### src/rtl/multi_channel_replay_buffer_pkg.sv
`default_nettype none
// ============================================================================
// Module      : replay_pkg
// Description : Shared types and default parameter constants for the
//               multi-channel ping-pong replay buffer.
// Revision    : 1.0 - initial release
// ============================================================================
package replay_pkg;

  // Replay controller states
  typedef enum logic [0:0] {
    RB_IDLE   = 1'b0,
    RB_REPLAY = 1'b1
  } rb_state_t;

  // Default parameter values shared by interface, bank and top
  localparam int c_def_p      = 64;
  localparam int c_def_num_ch = 2;
  localparam int c_def_depth  = 16;

endpackage : replay_pkg
`default_nettype wire

### src/rtl/multi_channel_replay_buffer_if.sv
`default_nettype none
// ============================================================================
// Module      : multi_channel_replay_buffer_if
// Description : Capture/replay bus of the replay buffer. The master side
//               feeds time steps and gamma ticks and consumes replay beats;
//               the slave side is the buffer itself.
// Revision    : 1.0 - initial release
// ============================================================================
interface multi_channel_replay_buffer_if
  import replay_pkg::*;
#(
  parameter int P      = c_def_p,
  parameter int NUM_CH = c_def_num_ch,
  parameter int DEPTH  = c_def_depth
) ();

  localparam int c_ch_w   = $clog2(NUM_CH);
  localparam int c_step_w = $clog2(DEPTH);

  logic                  gamma_tick;
  logic                  in_valid;
  logic [NUM_CH*P-1:0]   in_data;
  logic                  out_ready;
  logic                  out_valid;
  logic [P-1:0]          out_data;
  logic [c_ch_w-1:0]     out_ch;
  logic [c_step_w-1:0]   out_step;
  logic                  out_last;
  logic                  busy;
  logic                  overflow;
  logic                  overrun;

  modport master (
    output gamma_tick, in_valid, in_data, out_ready,
    input  out_valid, out_data, out_ch, out_step, out_last, busy, overflow, overrun
  );

  modport slave (
    input  gamma_tick, in_valid, in_data, out_ready,
    output out_valid, out_data, out_ch, out_step, out_last, busy, overflow, overrun
  );

endinterface : multi_channel_replay_buffer_if
`default_nettype wire

### src/rtl/multi_channel_replay_buffer_bank.sv
`default_nettype none
// ============================================================================
// Module      : replay_bank
// Description : One NUM_CH x DEPTH x P storage bank. A write stores a whole
//               time step (all channels); the read port returns one channel
//               of one step, registered. Contents are intentionally not reset.
// Revision    : 1.0 - initial release
// ============================================================================
module replay_bank
  import replay_pkg::*;
#(
  parameter int P      = c_def_p,
  parameter int NUM_CH = c_def_num_ch,
  parameter int DEPTH  = c_def_depth
) (
  input  logic                       clk,
  input  logic                       wr_en,
  input  logic [$clog2(DEPTH)-1:0]   wr_step,
  input  logic [NUM_CH*P-1:0]        wr_data,
  input  logic [$clog2(NUM_CH)-1:0]  rd_ch,
  input  logic [$clog2(DEPTH)-1:0]   rd_step,
  output logic [P-1:0]               rd_data
);

  logic [NUM_CH*P-1:0] r_mem [DEPTH];
  logic [NUM_CH*P-1:0] w_rd_row;
  logic [P-1:0]        r_rd_data;

  assign w_rd_row = r_mem[rd_step];
  assign rd_data  = r_rd_data;

  // Step-wide write and registered single-channel read
  always_ff @(posedge clk) begin
    if (wr_en) begin
      r_mem[wr_step] <= wr_data;
    end
    r_rd_data <= w_rd_row[rd_ch*P +: P];
  end

endmodule : replay_bank
`default_nettype wire

### src/rtl/multi_channel_replay_buffer.sv
`default_nettype none
// ============================================================================
// Module      : multi_channel_replay_buffer
// Description : Ping-pong capture of NUM_CH spike channels per gamma cycle;
//               on each gamma_tick the filled bank is replayed channel by
//               channel, step by step, over a valid/ready stream while the
//               other bank captures the next gamma cycle.
// Revision    : 1.0 - initial release
// ============================================================================
module multi_channel_replay_buffer
  import replay_pkg::*;
#(
  parameter int P      = c_def_p,
  parameter int NUM_CH = c_def_num_ch,
  parameter int DEPTH  = c_def_depth
) (
  input  logic                          clk,
  input  logic                          grst,
  multi_channel_replay_buffer_if.slave  bus
);

  localparam int c_ch_w   = $clog2(NUM_CH);
  localparam int c_step_w = $clog2(DEPTH);
  localparam int c_cnt_w  = $clog2(DEPTH + 1);

  localparam logic [c_ch_w-1:0]   c_last_ch   = c_ch_w'(NUM_CH - 1);
  localparam logic [c_step_w-1:0] c_last_step = c_step_w'(DEPTH - 1);
  localparam logic [c_cnt_w-1:0]  c_depth_cnt = c_cnt_w'(DEPTH);

  rb_state_t             r_state,       w_state_nxt;
  logic                  r_fill_bank,   w_fill_bank_nxt;
  logic [c_cnt_w-1:0]    r_fill_cnt,    w_fill_cnt_nxt;
  logic [c_cnt_w-1:0]    r_rvalid_cnt,  w_rvalid_cnt_nxt;
  logic [c_ch_w-1:0]     r_ch,          w_ch_nxt;
  logic [c_step_w-1:0]   r_step,        w_step_nxt;
  logic                  r_out_valid,   w_out_valid_nxt;
  logic                  r_out_last,    w_out_last_nxt;
  logic                  r_zero,        w_zero_nxt;
  logic                  r_overflow,    w_overflow_nxt;
  logic                  r_overrun,     w_overrun_nxt;

  logic                  w_hs;
  logic                  w_at_last;
  logic                  w_wr_en;
  logic                  w_wr_bank;
  logic [c_step_w-1:0]   w_wr_step;
  logic                  w_replay_bank;
  logic [P-1:0]          w_rd_data [2];

  assign w_hs          = r_out_valid && bus.out_ready;
  assign w_at_last     = (r_ch == c_last_ch) && (r_step == c_last_step);
  assign w_replay_bank = ~r_fill_bank;

  // Next-state, fill and replay-pointer logic
  always_comb begin
    w_state_nxt      = r_state;
    w_fill_bank_nxt  = r_fill_bank;
    w_fill_cnt_nxt   = r_fill_cnt;
    w_rvalid_cnt_nxt = r_rvalid_cnt;
    w_ch_nxt         = r_ch;
    w_step_nxt       = r_step;
    w_overflow_nxt   = r_overflow;
    w_overrun_nxt    = r_overrun;
    w_wr_en          = 1'b0;
    w_wr_bank        = r_fill_bank;
    w_wr_step        = '0;

    // Advance the replay pointer on each accepted beat
    if (r_state == RB_REPLAY && w_hs) begin
      if (w_at_last) begin
        w_state_nxt = RB_IDLE;
        w_ch_nxt    = '0;
        w_step_nxt  = '0;
      end else if (r_step == c_last_step) begin
        w_step_nxt = '0;
        w_ch_nxt   = r_ch + 1'b1;
      end else begin
        w_step_nxt = r_step + 1'b1;
      end
    end

    if (bus.gamma_tick) begin
      // A tick landing on the handshake of the final beat is not an overrun:
      // that replay completes in the same cycle.
      if (r_state == RB_REPLAY && !(w_hs && w_at_last)) begin
        w_overrun_nxt = 1'b1;
      end
      w_state_nxt      = RB_REPLAY;
      w_ch_nxt         = '0;
      w_step_nxt       = '0;
      w_fill_bank_nxt  = ~r_fill_bank;
      w_rvalid_cnt_nxt = r_fill_cnt;
      w_wr_bank        = ~r_fill_bank;
      if (bus.in_valid) begin
        w_wr_en        = 1'b1;
        w_fill_cnt_nxt = c_cnt_w'(1);
      end else begin
        w_fill_cnt_nxt = '0;
      end
    end else if (bus.in_valid) begin
      if (r_fill_cnt < c_depth_cnt) begin
        w_wr_en        = 1'b1;
        w_wr_step      = r_fill_cnt[c_step_w-1:0];
        w_fill_cnt_nxt = r_fill_cnt + c_cnt_w'(1);
      end else begin
        w_overflow_nxt = 1'b1;
      end
    end

    w_out_valid_nxt = (w_state_nxt == RB_REPLAY);
    w_out_last_nxt  = (w_state_nxt == RB_REPLAY) && (w_ch_nxt == c_last_ch) &&
                      (w_step_nxt == c_last_step);
    // Steps past the captured count replay as zero so stale data never leaks
    w_zero_nxt      = (c_cnt_w'(w_step_nxt) >= w_rvalid_cnt_nxt);
  end

  // State and output registers
  always_ff @(posedge clk or posedge grst) begin
    if (grst) begin
      r_state      <= RB_IDLE;
      r_fill_bank  <= 1'b0;
      r_fill_cnt   <= '0;
      r_rvalid_cnt <= '0;
      r_ch         <= '0;
      r_step       <= '0;
      r_out_valid  <= 1'b0;
      r_out_last   <= 1'b0;
      r_zero       <= 1'b1;
      r_overflow   <= 1'b0;
      r_overrun    <= 1'b0;
    end else begin
      r_state      <= w_state_nxt;
      r_fill_bank  <= w_fill_bank_nxt;
      r_fill_cnt   <= w_fill_cnt_nxt;
      r_rvalid_cnt <= w_rvalid_cnt_nxt;
      r_ch         <= w_ch_nxt;
      r_step       <= w_step_nxt;
      r_out_valid  <= w_out_valid_nxt;
      r_out_last   <= w_out_last_nxt;
      r_zero       <= w_zero_nxt;
      r_overflow   <= w_overflow_nxt;
      r_overrun    <= w_overrun_nxt;
    end
  end

  // Both banks read the upcoming beat address so data lands with the pointer
  for (genvar b = 0; b < 2; b++) begin : g_bank
    replay_bank #(
      .P      (P),
      .NUM_CH (NUM_CH),
      .DEPTH  (DEPTH)
    ) u_bank (
      .clk     (clk),
      .wr_en   (w_wr_en && (w_wr_bank == 1'(b))),
      .wr_step (w_wr_step),
      .wr_data (bus.in_data),
      .rd_ch   (w_ch_nxt),
      .rd_step (w_step_nxt),
      .rd_data (w_rd_data[b])
    );
  end

  // Output data is a select between registered values only
  assign bus.out_data  = (r_out_valid && !r_zero) ? w_rd_data[w_replay_bank] : '0;
  assign bus.out_valid = r_out_valid;
  assign bus.out_ch    = r_ch;
  assign bus.out_step  = r_step;
  assign bus.out_last  = r_out_last;
  assign bus.busy      = (r_state == RB_REPLAY);
  assign bus.overflow  = r_overflow;
  assign bus.overrun   = r_overrun;

endmodule : multi_channel_replay_buffer
`default_nettype wire

### src/flat_wrapper.sv
// flat-port wrapper written by rule: the top's interface ports become plain ports
module multi_channel_replay_buffer_flat import replay_pkg::*;
#(
  parameter int P      = c_def_p,
  parameter int NUM_CH = c_def_num_ch,
  parameter int DEPTH  = c_def_depth
)
  (clk, grst, bus_gamma_tick, bus_in_valid, bus_in_data, bus_out_ready, bus_out_valid, bus_out_data, bus_out_ch, bus_out_step, bus_out_last, bus_busy, bus_overflow, bus_overrun);
  multi_channel_replay_buffer_if #(.P(P), .NUM_CH(NUM_CH), .DEPTH(DEPTH)) bus_i ();
  input  logic clk;
  input  logic grst;
  input wire logic [$bits(bus_i.gamma_tick)-1:0] bus_gamma_tick;
  input wire logic [$bits(bus_i.in_valid)-1:0] bus_in_valid;
  input wire logic [$bits(bus_i.in_data)-1:0] bus_in_data;
  input wire logic [$bits(bus_i.out_ready)-1:0] bus_out_ready;
  output wire logic [$bits(bus_i.out_valid)-1:0] bus_out_valid;
  output wire logic [$bits(bus_i.out_data)-1:0] bus_out_data;
  output wire logic [$bits(bus_i.out_ch)-1:0] bus_out_ch;
  output wire logic [$bits(bus_i.out_step)-1:0] bus_out_step;
  output wire logic [$bits(bus_i.out_last)-1:0] bus_out_last;
  output wire logic [$bits(bus_i.busy)-1:0] bus_busy;
  output wire logic [$bits(bus_i.overflow)-1:0] bus_overflow;
  output wire logic [$bits(bus_i.overrun)-1:0] bus_overrun;
  assign bus_i.gamma_tick = bus_gamma_tick;
  assign bus_i.in_valid = bus_in_valid;
  assign bus_i.in_data = bus_in_data;
  assign bus_i.out_ready = bus_out_ready;
  assign bus_out_valid = bus_i.out_valid;
  assign bus_out_data = bus_i.out_data;
  assign bus_out_ch = bus_i.out_ch;
  assign bus_out_step = bus_i.out_step;
  assign bus_out_last = bus_i.out_last;
  assign bus_busy = bus_i.busy;
  assign bus_overflow = bus_i.overflow;
  assign bus_overrun = bus_i.overrun;
  multi_channel_replay_buffer #(.P(P), .NUM_CH(NUM_CH), .DEPTH(DEPTH)) u_core (.clk(clk), .grst(grst), .bus(bus_i));
endmodule
### config.mk
export PLATFORM = sky130hd
export DESIGN_NAME = multi_channel_replay_buffer_flat
export DESIGN_NICKNAME = d
export VERILOG_FILES = /design/src/rtl/multi_channel_replay_buffer_pkg.sv /design/src/rtl/multi_channel_replay_buffer_if.sv /design/src/rtl/multi_channel_replay_buffer_bank.sv /design/src/rtl/multi_channel_replay_buffer.sv /design/src/flat_wrapper.sv
export SDC_FILE = /design/constraint.sdc
export NUM_CORES = 2
export LEC_CHECK = 0
export ABC_AREA = 1
export BUFFER_PORTS_ARGS = -buffer_cell sky130_fd_sc_hd__buf_2
export CAP_MARGIN = 10
export CELL_PAD_IN_SITES_DETAIL_PLACEMENT = 1
export CELL_PAD_IN_SITES_GLOBAL_PLACEMENT = 1
export CORE_ASPECT_RATIO = 0.75
export CORE_MARGIN = 2
export CORE_UTILIZATION = 25
export DETAILED_ROUTE_END_ITERATION = 8
export PLACE_DENSITY_LB_ADDON = 0.1
export SLEW_MARGIN = 20
export SYNTH_ARGS = -nofsm -noshare
export SYNTH_HDL_FRONTEND = slang
export SYNTH_SLANG_ARGS = --single-unit
export TNS_END_PERCENT = 50
### constraint.sdc
create_clock -name clk -period 10.8 [get_ports clk]
set_clock_uncertainty 0.15 [all_clocks]
set_input_delay 1.08 -clock clk [delete_from_list [all_inputs] [get_ports clk]]
set_output_delay 1.08 -clock clk [all_outputs]
set_load 0.1 [all_outputs]
* After elaboration in Yosys (flattened, before gate mapping)
Memory sizes are Yosys's and may differ from the RTL's.
Cells that the tools add are included.
W data, S select, Z words.
** Word-level totals
- Word-level logic and storage cells :: 78
- Memories kept :: 2
- Bits in writable memories :: 4096
- Input bits :: 133
- Bits in registers :: 149
** Memories
- u_core.g_bank[0].u_bank.r_mem :: words 16, bits a word 128, read ports 1, clocked after memory_dff 0, wr ports 1, RTL line multi_channel_replay_buffer_bank.sv:25 : logic [NUM_CH*P-1:0] r_mem [DEPTH];
- u_core.g_bank[1].u_bank.r_mem :: words 16, bits a word 128, read ports 1, clocked after memory_dff 0, wr ports 1, RTL line multi_channel_replay_buffer_bank.sv:25
** Operators by class
- Bitwise gates (word level) :: 5
- Reductions and logical operators :: 17
- Mux-type cells :: 32
- Equal/unequal tests :: 2
- Shifts and indexed selects :: 2
- $add $sub $neg :: 3
- Order comparisons :: 3
** Operator list (count)
- $mux W64 :: 4
- $shiftx A128 B8 Y64 :: 2
- $mux W4 :: 7
- $mux W5 :: 4
- $mux W1 :: 17
- $logic_and A1 B1 Y1 :: 10
- $eq A4 B4 Y1 const B :: 2
- $add A5 B1 Y5 const B :: 1
- $ge A4 B5 Y1 :: 1
- $lt A5 B5 Y1 const B :: 1
- $add A4 B1 Y4 const B :: 1
- $not A1 Y1 :: 4
- $reduce_and A2 Y1 :: 2
- $reduce_bool A2 Y1 :: 2
- $reduce_and A3 Y1 :: 1
- $ge A2 B2 Y1 const B :: 1
- $logic_not A1 Y1 :: 2
- $not A1 Y2 :: 1
- $add A1 B1 Y1 const B :: 1

* Longest topological paths before layout
- Depth after elaboration :: 7
- Mapped depth :: 17

* Modules after synthesis
Synthesis repeated with hierarchy kept, for this count alone.
** Second synthesis, totals
- Cell total of the unflattened synthesis :: 13787
- Area total of the unflattened synthesis :: 167703.3 um^2
** By module, submodules not included
- replay_bank :: cells an instance 6716, area each 82838.2 um^2, seq. area each 62780.2 um^2, times used 2
- multi_channel_replay_buffer :: cells an instance 355, area each 2026.9 um^2, seq. area each 526.8 um^2, times used 1

* Least setup slack after synthesis
No wires, ideal clock.
- Kind :: input to register
- Start :: input bus_in_valid
- End :: memory u_core.g_bank[0].u_bank.r_mem[14][0] (netlist name), enable pin
- Stages on the path :: 10
- Library setup time :: 617 ps
- Setup slack :: 2754 ps
- Required time :: 10033 ps
- Data arrival time :: 7280 ps
- Cells stage by stage :: inv_1 nor2_1 inv_1 nor2_1 inv_1 nor2_1 inv_1 nor2_1 nand2_1 nor2_1
** On the way
- Word-level cells in the longest chain between the ends :: 5
** Ends and longest elaborated chain
- start: declaration :: RTL line flat_wrapper.sv:13 : input wire logic [$bits(bus_i.in_valid)-1:0] bus_in_valid;
- $mux W1, on equally long branches :: RTL line multi_channel_replay_buffer.sv:100, multi_channel_replay_buffer.sv:94
- $mux W1 :: RTL line multi_channel_replay_buffer.sv:82 : if (bus.gamma_tick) begin
- $logic_and A1 B1 Y1 :: RTL line multi_channel_replay_buffer.sv:154 : .wr_en (w_wr_en && (w_wr_bank == 1'(b))),
- $mux W1 :: RTL line multi_channel_replay_buffer_bank.sv:34 : if (wr_en) begin
- $mux W1 (not written as such) :: RTL line multi_channel_replay_buffer_bank.sv:35 : r_mem[wr_step] <= wr_data;
- end: declaration :: RTL line multi_channel_replay_buffer_bank.sv:25
Several ways; a longest one is shown, not always the timed one.

* Worst setup path in the final report
- Start :: register u_core.r_fill_bank
- End :: output bus_out_data[52]
** On the way
- Word-level cells in the longest chain between the ends :: 6
** Ends and longest elaborated chain
- start: declaration :: RTL line multi_channel_replay_buffer.sv:31 : logic r_fill_bank, w_fill_bank_nxt;
- start signal: assignment :: RTL line multi_channel_replay_buffer.sv:133 : r_fill_bank <= w_fill_bank_nxt;
- $not A1 Y1 :: RTL line multi_channel_replay_buffer.sv:52 : assign w_replay_bank = ~r_fill_bank;
- $not A1 Y2 (not written as such) :: RTL line multi_channel_replay_buffer.sv:164 : assign bus.out_data = (r_out_valid && !r_zero) ? w_rd_data[w_replay_bank] : '0;
- $mux W64 (not written as such) (3 in series) :: RTL line multi_channel_replay_buffer.sv:164
- $mux W64 :: RTL line multi_channel_replay_buffer.sv:164
- end: declaration :: RTL line flat_wrapper.sv:17 : output wire logic [$bits(bus_i.out_data)-1:0] bus_out_data;
No other way between the ends. The select of a mux whose other input is x is not followed.

==> flow_metrics.tcl <==
set metrics [dict create \
    status "complete, no violations" \
    worstPathArrival_ns 4.54 \
    startpoint_type "register" \
    ioPinCount 207 \
    grt_pass1_vias 119000 \
    tightest_slew_ns 1.28 \
    r2r_slack_ns 5.34 \
    die_h_um 721 \
    vdd.ir_drop.worst_v 0.000128 \
    fin_ws_ns 5.03 \
    htreeDepth 5 \
    post_cts_buffers 0 \
    syn_inst 14000 \
    final_common_cell "nand3_1" \
    ctsHoldBuffers 0 \
    post-route-period-util_pct 53.4 \
    crit_family "buffers and inverters" \
    synth_edf_count 4096 \
    detail-route-antenna-nets 0 \
    power.density_nw_per_um2 203 \
    grt_pass1_wl_mm 1040 \
    cts_tree "done" \
    initial_core_util_pct 25.1 \
    dieArea_um2 692000 \
    synth_flop_cell "edfxtp_1" \
    yosysSeqAreaShare_pct 73.6 \
    dieWidth_um 960 \
    hold_path_class "input pin to async pin" \
    clockRootBuffer "clkbuf_16" \
    areaGrowthSynthToFinish_pct 15.2 \
    mostFrequentLayoutCells "5691 x nand3_1, 4096 x edfxtp_1, 2490 x nand2_1" \
    vias 116000 \
    via_per_inst 4.97 \
    io_buffers 206 \
    cts_made_buffers 464 \
    fill_cells 74000 \
    antenna_found_initial 126 \
    clock-sinks 4245 \
    firstDrtPassIters 6 \
    multi_input_area_um2 39500 \
    ys_async_sr_fraction_pct 0.495 \
    syn_nets 14200 \
    drt-wirelength-per-cell_um 32.2 \
    cp_max_fo 26 \
    drive_gt1_share_pct 8.60 \
    dp.cells 22500 \
    synthTopCellsByArea "edfxtp_1 72%, nand3_1 17%, nand2_1 5.5%" \
    gp_congestion 0.702 \
    drt_wl_total_mm 754 \
    final_area_um2 197000 \
    finalSetupTns_ns 0 \
    worstSetupPathType "register to output port" \
    timing.hold.ws_ns 0.186 \
    core_area_um2 683000 \
    max_freq_mhz 173 \
    clk_pin_slew_ns 0.06 \
    finalSetupViolCount 0 \
    cts_resized 0 \
    yosys.area.top_type "edfxtp_1" \
    end_kind "output port" \
    track_usage_pct 21.1 \
    rows 263 \
    final_nets 14000 \
    cpMaxStageDelayCell "a21oi_1" \
    synth.avg_cell_area_um2 12.2 \
    leakagePower_nw 67.3 \
    slew_viol_final 0 \
    clk_latency_ns 1.00 \
    dpl_worst_slack_ns 4.84 \
    synth.distinct_cells 32 \
    instances_no_fill 23400 \
    total_power_mw 40.1 \
    seqCellArea_um2 126000 \
    hpwl_mm 374 \
    cts_buffer_depth 4 \
    yosysWarnings 0 \
    rsz0062_at_grt "no" \
    max_stage_delay_ns 0.98 \
    grt-ovfl-total 0 \
    synth_top_area_share_pct 71.8 \
    critical_path_required_ns 9.57 \
    relSlewSlack_pct 14.7 \
    worstPathBufferInverterCount 3 \
    crit_chain "inv_8 > buf_4 > nand2_1 > a21oi_1 > buf_2" \
    hold_viol 0 \
    post_dp_cell_area_um2 182000 \
    first_iter_violations 9545 \
    grt_max_degree 160 \
    ys_ff_latch 4245 \
    fin_crit_ns 5.77 \
    cap_violations 0 \
    final_util_pct 28.9 \
    drc 0 \
    netlist_area_um2 171000 \
]
worst register-to-register path, delay by kind of cell, from the launching register on:
kind          cells  cell delay, ns
fa+ha+maj         2            0.39
buf+inv           3            1.91
flops             1            0.42
simple gates     11            2.56
per-layer routing:
metal  share of wire (%)  up-vias  wire length [um]  GRT usage, %
met5               0.024        -               180             0
met4                 1.6       28             11800          3.03
met3                 3.4      823             25400          2.21
met2                  47     2181            357000          35.4
met1                  48    62300            359000          30.1
li1                    -    51100                 -             -
where the power goes:
group	switching, mW	internal, mW
clock network	7.10	9.21
registers	0.126	18.4
logic	4.29	0.939
synth_stat cells (2+ instances only):
cell type  number
nand2_2         2
nand3b_1       72
clkbuf_1      336
nor2_1         46
nand3_1      5691
dfrtp_1        20
dfxtp_1       128
nand2_1      2491
nor3_1          5
ha_1            7
buf_2         691
inv_1         238
inv_2           5
a21oi_1        68
nor2_4          2
o21bai_1        2
buf_1          78
o21ai_0        12
edfxtp_1     4096
buf_4          10
path summary, 6_finish.rpt:
| path | depth (start not counted) | end | start |
|---|---|---|---|
| worst max-delay path | 5 | bus_out_data[52] | u_core.r_fill_bank |
| worst min-delay path | 2 | u_core.r_rvalid_cnt[3] | grst |
| worst max register to register | 16 | u_core.g_bank[0].u_bank.rd_data[49] | u_core.bus.out_step[0] |
| worst min register to register | 2 | u_core.r_rvalid_cnt[4] | u_core.r_rvalid_cnt[4] |
| max in group asynchronous | 2 | u_core.r_fill_bank | grst |
| min in group clk | 2 | u_core.r_rvalid_cnt[4] | u_core.r_rvalid_cnt[4] |
flip-flops by register name, summed over array words and instances (netlist names):
register,cells
u_core.r_rvalid_cnt,5
u_core.bus.out_step,4
u_core.bus.out_ch,1
u_core.bus.overrun,1
u_core.bus.out_last,1
u_core.bus.overflow,1
u_core.r_fill_bank,1
u_core.bus.busy,1
u_core.g_bank.u_bank.r_mem,4096
u_core.r_fill_cnt,5
u_core.g_bank.u_bank.rd_data,128
u_core.r_zero,1
cells by family (layout without fill, tap and decap cells):
kind of cell | count (synthesis) | in the layout | share of synthesized area (%)
AO/OA/AOI/OAI | 87 | 87 | 0.269
XOR/XNOR | 2 | 2 | 0.0102
flip-flops | 4245 | 4245 | 73.6
adder cells (fa/ha/maj) | 7 | 7 | 0.0511
buffers and inverters | 1359 | 1618 | 3.51
other | 0 | 35 | 0
AND/OR/NAND/NOR | 8312 | 8312 | 22.6
final cells by class:
type	instances	share of cell area (%)
diodes	35	0.0444
repair buffers	501	2.13
clock buffers	626	6.51
flip-flops and latches	4245	63.9
well taps	9142	5.79
multi-input cells	8408	20.0
clock inverters	247	1.12
inverters	244	0.491
No activity file was read; power rests on OpenSTA's default activity.
